File: config.mk
export PLATFORM = sky130hd
export DESIGN_NAME = uart_msg_seq
export DESIGN_NICKNAME = d
export VERILOG_FILES = /design/src/rtl/uart_msg_seq.sv
export SDC_FILE = /design/constraint.sdc
export NUM_CORES = 1
export LEC_CHECK = 0
export BUFFER_PORTS_ARGS = -buffer_cell sky130_fd_sc_hd__clkbuf_2
export CELL_PAD_IN_SITES_DETAIL_PLACEMENT = 1
export CELL_PAD_IN_SITES_GLOBAL_PLACEMENT = 1
export CORE_UTILIZATION = 45
export CTS_BUF_LIST = sky130_fd_sc_hd__clkbuf_2 sky130_fd_sc_hd__clkbuf_4 sky130_fd_sc_hd__clkbuf_8
export CTS_CLUSTER_SIZE = 8
export DETAILED_ROUTE_END_ITERATION = 6
export PLACE_DENSITY_LB_ADDON = 0.15
export SLEW_MARGIN = 0
export SYNTH_ARGS = -nofsm -noshare
export SYNTH_HDL_FRONTEND = slang
export SYNTH_SLANG_ARGS = --single-unit
export TNS_END_PERCENT = 10
File: constraint.sdc
create_clock -name clk_i -period 1.8 [get_ports clk_i]
set_input_delay 0.09 -clock clk_i [delete_from_list [all_inputs] [get_ports clk_i]]
set_output_delay 0.09 -clock clk_i [all_outputs]
set_load 0.02 [all_outputs]
File: src/rtl/uart_msg_seq.sv
// Feeds a fixed "HELLO\r\n" message byte by byte into the UART transmitter's
// load/load_byte/tx_ready handshake, on start or continuously with auto-repeat.
module uart_msg_seq #(
    parameter int DATA_WIDTH  = 8,
    parameter int MSG_LEN     = 7,
    parameter bit AUTO_REPEAT = 1'b0,
    parameter int GAP_CYCLES  = 16,
    parameter int ACK_TIMEOUT = 64
) (
    input  logic                  clk_i,
    input  logic                  rst_i,
    input  logic                  start_i,
    input  logic                  tx_ready_i,
    output logic                  load_o,
    output logic [DATA_WIDTH-1:0] load_byte_o,
    output logic                  busy_o,
    output logic                  done_o,
    output logic                  err_o,
    output logic [2:0]            dbg_state_o
);
    localparam int IDX_W = (MSG_LEN > 1) ? $clog2(MSG_LEN) : 1;
    localparam int TO_W  = $clog2(ACK_TIMEOUT + 1);
    localparam int GAP_W = (GAP_CYCLES > 0) ? $clog2(GAP_CYCLES + 1) : 1;

    localparam logic [IDX_W-1:0] IDX_LAST = IDX_W'(MSG_LEN - 1);
    localparam logic [TO_W-1:0]  TO_LAST  = TO_W'(ACK_TIMEOUT - 1);
    localparam logic [GAP_W-1:0] GAP_LAST = GAP_W'(GAP_CYCLES - 1);

    typedef enum logic [2:0] {
        S_IDLE     = 3'd0,
        S_WAIT_RDY = 3'd1,
        S_LOAD     = 3'd2,
        S_ACCEPT   = 3'd3,
        S_DRAIN    = 3'd4,
        S_GAP      = 3'd5
    } state_t;

    state_t                  state_q;
    logic [IDX_W-1:0]        idx_q;
    logic [TO_W-1:0]         to_cnt_q;
    logic [GAP_W-1:0]        gap_cnt_q;
    logic                    load_q;
    logic [DATA_WIDTH-1:0]   load_byte_q;
    logic                    busy_q;
    logic                    done_q;
    logic                    err_q;

    function automatic logic [7:0] rom_byte(input logic [IDX_W-1:0] i);
        case (int'(i))
            0:       return 8'h48;
            1:       return 8'h45;
            2:       return 8'h4C;
            3:       return 8'h4C;
            4:       return 8'h4F;
            5:       return 8'h0D;
            6:       return 8'h0A;
            default: return 8'h00;
        endcase
    endfunction

    // Handshake: load is a one-cycle pulse with load_byte valid; the transmitter
    // accepts by dropping tx_ready and signals completion by raising it again.
    always_ff @(posedge clk_i) begin
        if (rst_i) begin
            state_q     <= S_IDLE;
            idx_q       <= '0;
            to_cnt_q    <= '0;
            gap_cnt_q   <= '0;
            load_q      <= 1'b0;
            load_byte_q <= '0;
            busy_q      <= 1'b0;
            done_q      <= 1'b0;
            err_q       <= 1'b0;
        end else begin
            load_q <= 1'b0;
            done_q <= 1'b0;
            unique case (state_q)
                S_IDLE: begin
                    // A timeout parks auto-repeat until an explicit start.
                    if (start_i || (AUTO_REPEAT && !err_q)) begin
                        state_q <= S_WAIT_RDY;
                        idx_q   <= '0;
                        busy_q  <= 1'b1;
                        err_q   <= 1'b0;
                    end
                end
                S_WAIT_RDY: begin
                    if (tx_ready_i) state_q <= S_LOAD;
                end
                S_LOAD: begin
                    load_q      <= 1'b1;
                    load_byte_q <= DATA_WIDTH'(rom_byte(idx_q));
                    to_cnt_q    <= '0;
                    state_q     <= S_ACCEPT;
                end
                S_ACCEPT: begin
                    if (!tx_ready_i) begin
                        state_q <= S_DRAIN;
                    end else if (to_cnt_q == TO_LAST) begin
                        err_q   <= 1'b1;
                        busy_q  <= 1'b0;
                        state_q <= S_IDLE;
                    end else begin
                        to_cnt_q <= to_cnt_q + 1'b1;
                    end
                end
                S_DRAIN: begin
                    if (tx_ready_i) begin
                        if (idx_q == IDX_LAST) begin
                            done_q <= 1'b1;
                            if (GAP_CYCLES == 0) begin
                                busy_q  <= 1'b0;
                                state_q <= S_IDLE;
                            end else begin
                                gap_cnt_q <= '0;
                                state_q   <= S_GAP;
                            end
                        end else begin
                            idx_q   <= idx_q + 1'b1;
                            state_q <= S_LOAD;
                        end
                    end
                end
                S_GAP: begin
                    if (gap_cnt_q == GAP_LAST) begin
                        busy_q  <= 1'b0;
                        state_q <= S_IDLE;
                    end else begin
                        gap_cnt_q <= gap_cnt_q + 1'b1;
                    end
                end
                default: state_q <= S_IDLE;
            endcase
        end
    end

    assign load_o      = load_q;
    assign load_byte_o = load_byte_q;
    assign busy_o      = busy_q;
    assign done_o      = done_q;
    assign err_o       = err_q;
    assign dbg_state_o = state_q;

endmodule

# After elaboration in Yosys (flattened, before gate mapping)
# Index checks and enable logic that the tools add are counted.
op_classes:
  bitwise_logic: 2
  n_reduce_logical: 15
  n_mux: 31
  add_sub_neg: 3
  n_eq_ne: 24
op_table:
  columns: ["cell", "count"]
  rows:
  - ["$pmux W7 S6", 1]
  - ["$mux W3", 10]
  - ["$ne A2 B2 Y1 const B", 10]
  - ["$pmux W3 S6", 1]
  - ["$eq A3 B3 Y1 const B", 5]
  - ["$mux W5", 3]
  - ["$mux W7", 2]
  - ["$pmux W7 S2", 1]
  - ["$eq A3 B2 Y1 const B", 4]
  - ["$reduce_and A4 Y1", 3]
  - ["$pmux W5 S2", 1]
  - ["$reduce_and A5 Y1", 2]
  - ["$mux W1", 9]
  - ["$reduce_bool A2 Y1", 4]
  - ["$add A7 B1 Y7 const B", 1]
  - ["$eq A7 B6 Y1 const B", 1]
  - ["$eq A3 B1 Y1 const B", 2]
  - ["$logic_not A3 Y1", 2]
  - ["$pmux W3 S2", 1]
  - ["$add A5 B1 Y5 const B", 1]
  - ["$eq A5 B4 Y1 const B", 1]
  - ["$add A3 B1 Y3 const B", 1]
  - ["$ne A3 B3 Y1 const B", 1]
  - ["$pmux W1 S3", 1]
  - ["other kinds (6)", 7]
totals:
  word_cells: 84
  output_inout_bits: 15
  register_bits: 30
  input_bits: 4

# Logic depth before layout (Yosys ltp)
logic_depth:
  word_depth: 4
  ltp_mapped: 7
  depth_no_buf: 7

# Worst setup path after synthesis
# No wires, ideal clock.
synth_timing:
  kind: "reg2reg"
  from: "register gap_cnt_q[0]"
  to: "register gap_cnt_q[0]"
  n_path_buf: 0
  required_ps: 1672
  path_stages_with_launch: 8
  setup_ps: 128
  arrival_time_ps: 1543
  slack_ps: 130
  period_less_slack_ps: 1670
  cell_sequence: "dfxtp_1 > ha_1 > and3_1 > ha_1 > nand4bb_1 > and2_1 > a21oi_1 > nor2_1"
synth_between:
  elab_chain_cells: 3
  word_cells_on_any_way: 6
  classes_between: "1 x add/sub; 2 x eq/ne; 2 x mux; 1 x reduce/logical"
synth_rtl:
  columns: ["item", "line_no", "text"]
  rows:
  - ["start: declaration", "41", "logic [GAP_W-1:0] gap_cnt_q;"]
  - ["start signal: assignment", "129", "gap_cnt_q <= gap_cnt_q + 1'b1;"]
  - ["$add A5 B1 Y5 or $eq A5 B4 Y1 (tied branches)", "129, 125", null]
  - ["$mux W5 or $ne A2 B2 Y1 (tied branches)", null, null]
  - ["$pmux W5 S2 or $reduce_and A4 Y1 (tied branches)", null, null]
# Several ways; a longest one is shown, not always the timed one. The select of a mux whose other input is x is not followed.
# A chain may end at the register's enable or synchronous reset.

# Final worst setup path
layout_timing:
  from: "register gap_cnt_q[0]"
  to: "register gap_cnt_q[4]"
# The elaborated chain is that of the path after synthesis.

==> summary.txt <==
Clocking
  – Clock slew at reported path FFs: 140 ps
  – CTS tree: done
  – Clk buf depth: 2
  – Root Driver: clkbuf_4
  – Post-cts hold buffer count: 0
  – Setup Buffers After CTS: 0
  – CTS Sinks: 27
  – Clock H-tree levels: 1
  – Insertion delay to the later sink of the worst-skew pair: between 300 and 400 ps
  – Cts bufs inserted: 3

Route
  – Uppermost layer routed: met4
  – Met3 routed WL: 127 um
  – Drt drc: 0
  – WL met2: 1.730 mm
  – Post-route ant nets: 0
  – Routed met1 length: 1.561 mm
  – Drt pass-1 iters: 4
  – Via count: 1314
  – Initial DRC count: 27
  – WL final: 3.477 mm
  – WL/cell: roughly 15 um
  – DR vias/cell: 5.615

Critical path
  – Ordered cell list for the critical path: ha_1 -> and3_1 -> ha_2 -> nand4bb_1 -> buf_4 -> a31oi_1 -> nor2_1
  – Reg2reg setup slack: 40 ps
  – WP data arrival: 1960 ps
  – Setup CP Type: reg2reg
  – Worst-path fanout max: 5
  – Crit path capture type: register
  – Slowest CP cell: dfxtp_2
  – Worst r2r src: gap_cnt_q[0]
  – Worst setup startpoint: gap_cnt_q[0]
  – Startpoint types: register
  – CP peak stage delay: 360 ps
  – Req. time, crit path: 2000 ps

Floorplanning
  – Initial core utilization: between 40% and 50%
  – Die width: 59.26 um
  – Core area: 3078 um^2
  – Die height: 59.26 um
  – Die area: about 3500 um^2
  – Cell Rows: 20
  – Top Ports: 19

Placed design
  – HPWL Detailed: approximately 2.7 mm
  – PortBufs: 15
  – RePlAce Congestion: 0.8843

Global routing
  – Largest net degree at the start of global routing: 26
  – Vias in the first global route: between 1k and 1.5k
  – Global-route wire length before repair: 5.830 mm
  – Initial antenna violation count: 0
  – Grt total ovfl: 0
  – All-Layer GR Usage: 22.06%

Yosys
  – Number of synthesis warnings: 0
  – Cell Area, Synth: 1475 um^2
  – Largest area contributor in the netlist: dfxtp_1
  – Synthesized netlist cell count: 171
  – Top_reg_cell synth: dfxtp_1
  – Synth cell types: 46
  – Syn avg cell area: 8.627 um^2
  – Synth top area share: 36.64%
  – #FFs+latches synth: 27
  – Post-synth EDFFs: 0
  – Sequential element share of the synthesized area: 36.64%
  – Synth top area cells: dfxtp_1 (37%), ha_1 (6.8%), nor2_1 (6.1%)
  – Asr flop ratio synth: 0%

Run status
  – Status: completed

Cells and area
  – Share of layout cells above drive strength 1: around 22%
  – Final Net Count: 203
  – Fillers: 395
  – Area delta synth->final: 14.59%
  – ANT cells: 0

Timing
  – Final Skew: 8.846 ps
  – Hold WS: 155.8 ps
  – Least-Margin Pin Slew: 538.7 ps
  – Max Freq: approximately 570 MHz
  – Final worst-path cycle share: between 90 and 100%
  – RSZ-0062 raised after global routing: true
  – Hold Fails Final Rpt: 0
  – Post-layout min period: 1761 ps
  – Slew Limit Headroom: about 64%
  – Max Slew Vio Count: 0
  – Setup violators final: 0

Min path
  – Worst Hold Launch: start_i
  – Hold crit path type: in2reg

Power
  – Static Leak: 0.6522 nW
  – Final Total Pwr: 2.022 mW
  – Worst vdd ir: 0.6887 mV
  – Pwr Density: 1196 nW/um^2

Job
  – Max-Cap Viols: 0
[metrics by stage]
stage / utilization [%] / TNS (ps) / instance area [um^2] / instances / worst slack (ps)
6_report: 54.92 / 0 / 1690 / 234 / 39.45
5_1_grt: 54.92 / -101.1 / 1690 / 234 / -52.00
4_1_cts: 54.55 / 0 / 1679 / 234 / 12.80
3_5_place_dp: 52.85 / -143.4 / 1627 / 230 / -143.4
3_3_place_gp: 52.85 / 0 / 1627 / 230 / 95.74
2_1_floorplan: - / 0 / 1483 / 173 / 129.9
[layout make-up]
| class | count | area, um^2 | share of cell area (%) |
|---|---|---|---|
| multi-input cells | 128 | 883.3 | 52.26 |
| flip-flops and latches | 27 | 545.5 | 32.27 |
| repair buffers | 26 | 157.7 | 9.326 |
| well taps | 44 | 55.05 | 3.257 |
| clock buffers | 4 | 30.03 | 1.776 |
| inverters | 5 | 18.77 | 1.110 |
[placed cells by master, fill, tap and decap left out, types with 2 or more instances in the layout]
cell type	instances
a31oi_1	3
dfxtp_1	23
and3_1	3
o21ai_0	2
nor3_1	2
dfxtp_2	4
nand3_1	8
buf_4	11
mux2_1	3
inv_1	4
and2_1	4
nand2b_1	2
xor2_1	4
ha_1	7
nor2_1	24
a211oi_1	3
nand2_1	11
clkbuf_4	4
nor2b_1	5
conb_1	3
mux2i_1	3
a21oi_1	10
clkbuf_2	15
o211ai_1	4
a2111oi_0	2
a311oi_1	3
[cells in the mapped netlist (4+ instances only)]
cell / number
xor2_1: 4
o211ai_1: 4
ha_1: 8
nand2_1: 11
buf_4: 4
and2_1: 4
dfxtp_1: 27
clkbuf_1: 5
nor2b_1: 5
buf_2: 4
nor2_1: 24
nand3_1: 8
a21oi_1: 10
inv_1: 5
[timing repair]
item | CTS | global route
pin swaps | 0 | 1
resized for setup | 4 | 6
endpoints found under the setup margin | 4 | 8
gates cloned | 0 | 0
[power by group]
part           internal (mW)  switching (mW)
Combinational          0.424           0.521
Sequential             0.692           0.111
Clock                  0.102           0.173
Total                   1.22           0.805
[flip-flops by register name, indices dropped and copies added (netlist names)]
signal / flops
gap_cnt_q: 5
load_byte_o: 5
to_cnt_q: 7
done_o: 1
idx_q: 3
err_o: 1
busy_o: 1
load_o: 1
dbg_state_o: 3
[metal layers]
metal	track usage [%]	up-vias
met2	39.49	30
met3	2.838	8
li1	-	644
met4	8.163	0
met1	26.68	632
met5	0	-
[worst paths after layout]
path / cells past startpoint / endpoint
setup / recovery: 7 / gap_cnt_q[4]
hold / removal: 4 / busy_o
setup reg to reg: 7 / gap_cnt_q[4]
hold reg to reg: 2 / to_cnt_q[6]
[critical path, delay by kind of cell, from the launching register on]
kind / cells / cell delay, ps
adder cells (fa/ha/maj): 2 / 410
AND/OR/NAND/NOR: 3 / 520
AO/OA/AOI/OAI: 1 / 150
buffers and inverters: 1 / 200
flip-flops: 1 / 360
[cells by family (layout without fill, tap and decap cells)]
logic type / after synthesis / count (layout) / share of synthesized area [%]
flops: 27 / 27 / 36.64
mux: 6 / 6 / 4.326
other cells: 1 / 3 / 0.2542
compound gates: 35 / 35 / 16.46
fa+ha+maj: 8 / 8 / 6.786
buf+inv: 18 / 35 / 5.938
simple gates: 71 / 71 / 26.63
xor+xnor: 5 / 5 / 2.968
No activity file was read; power rests on OpenSTA's default activity.
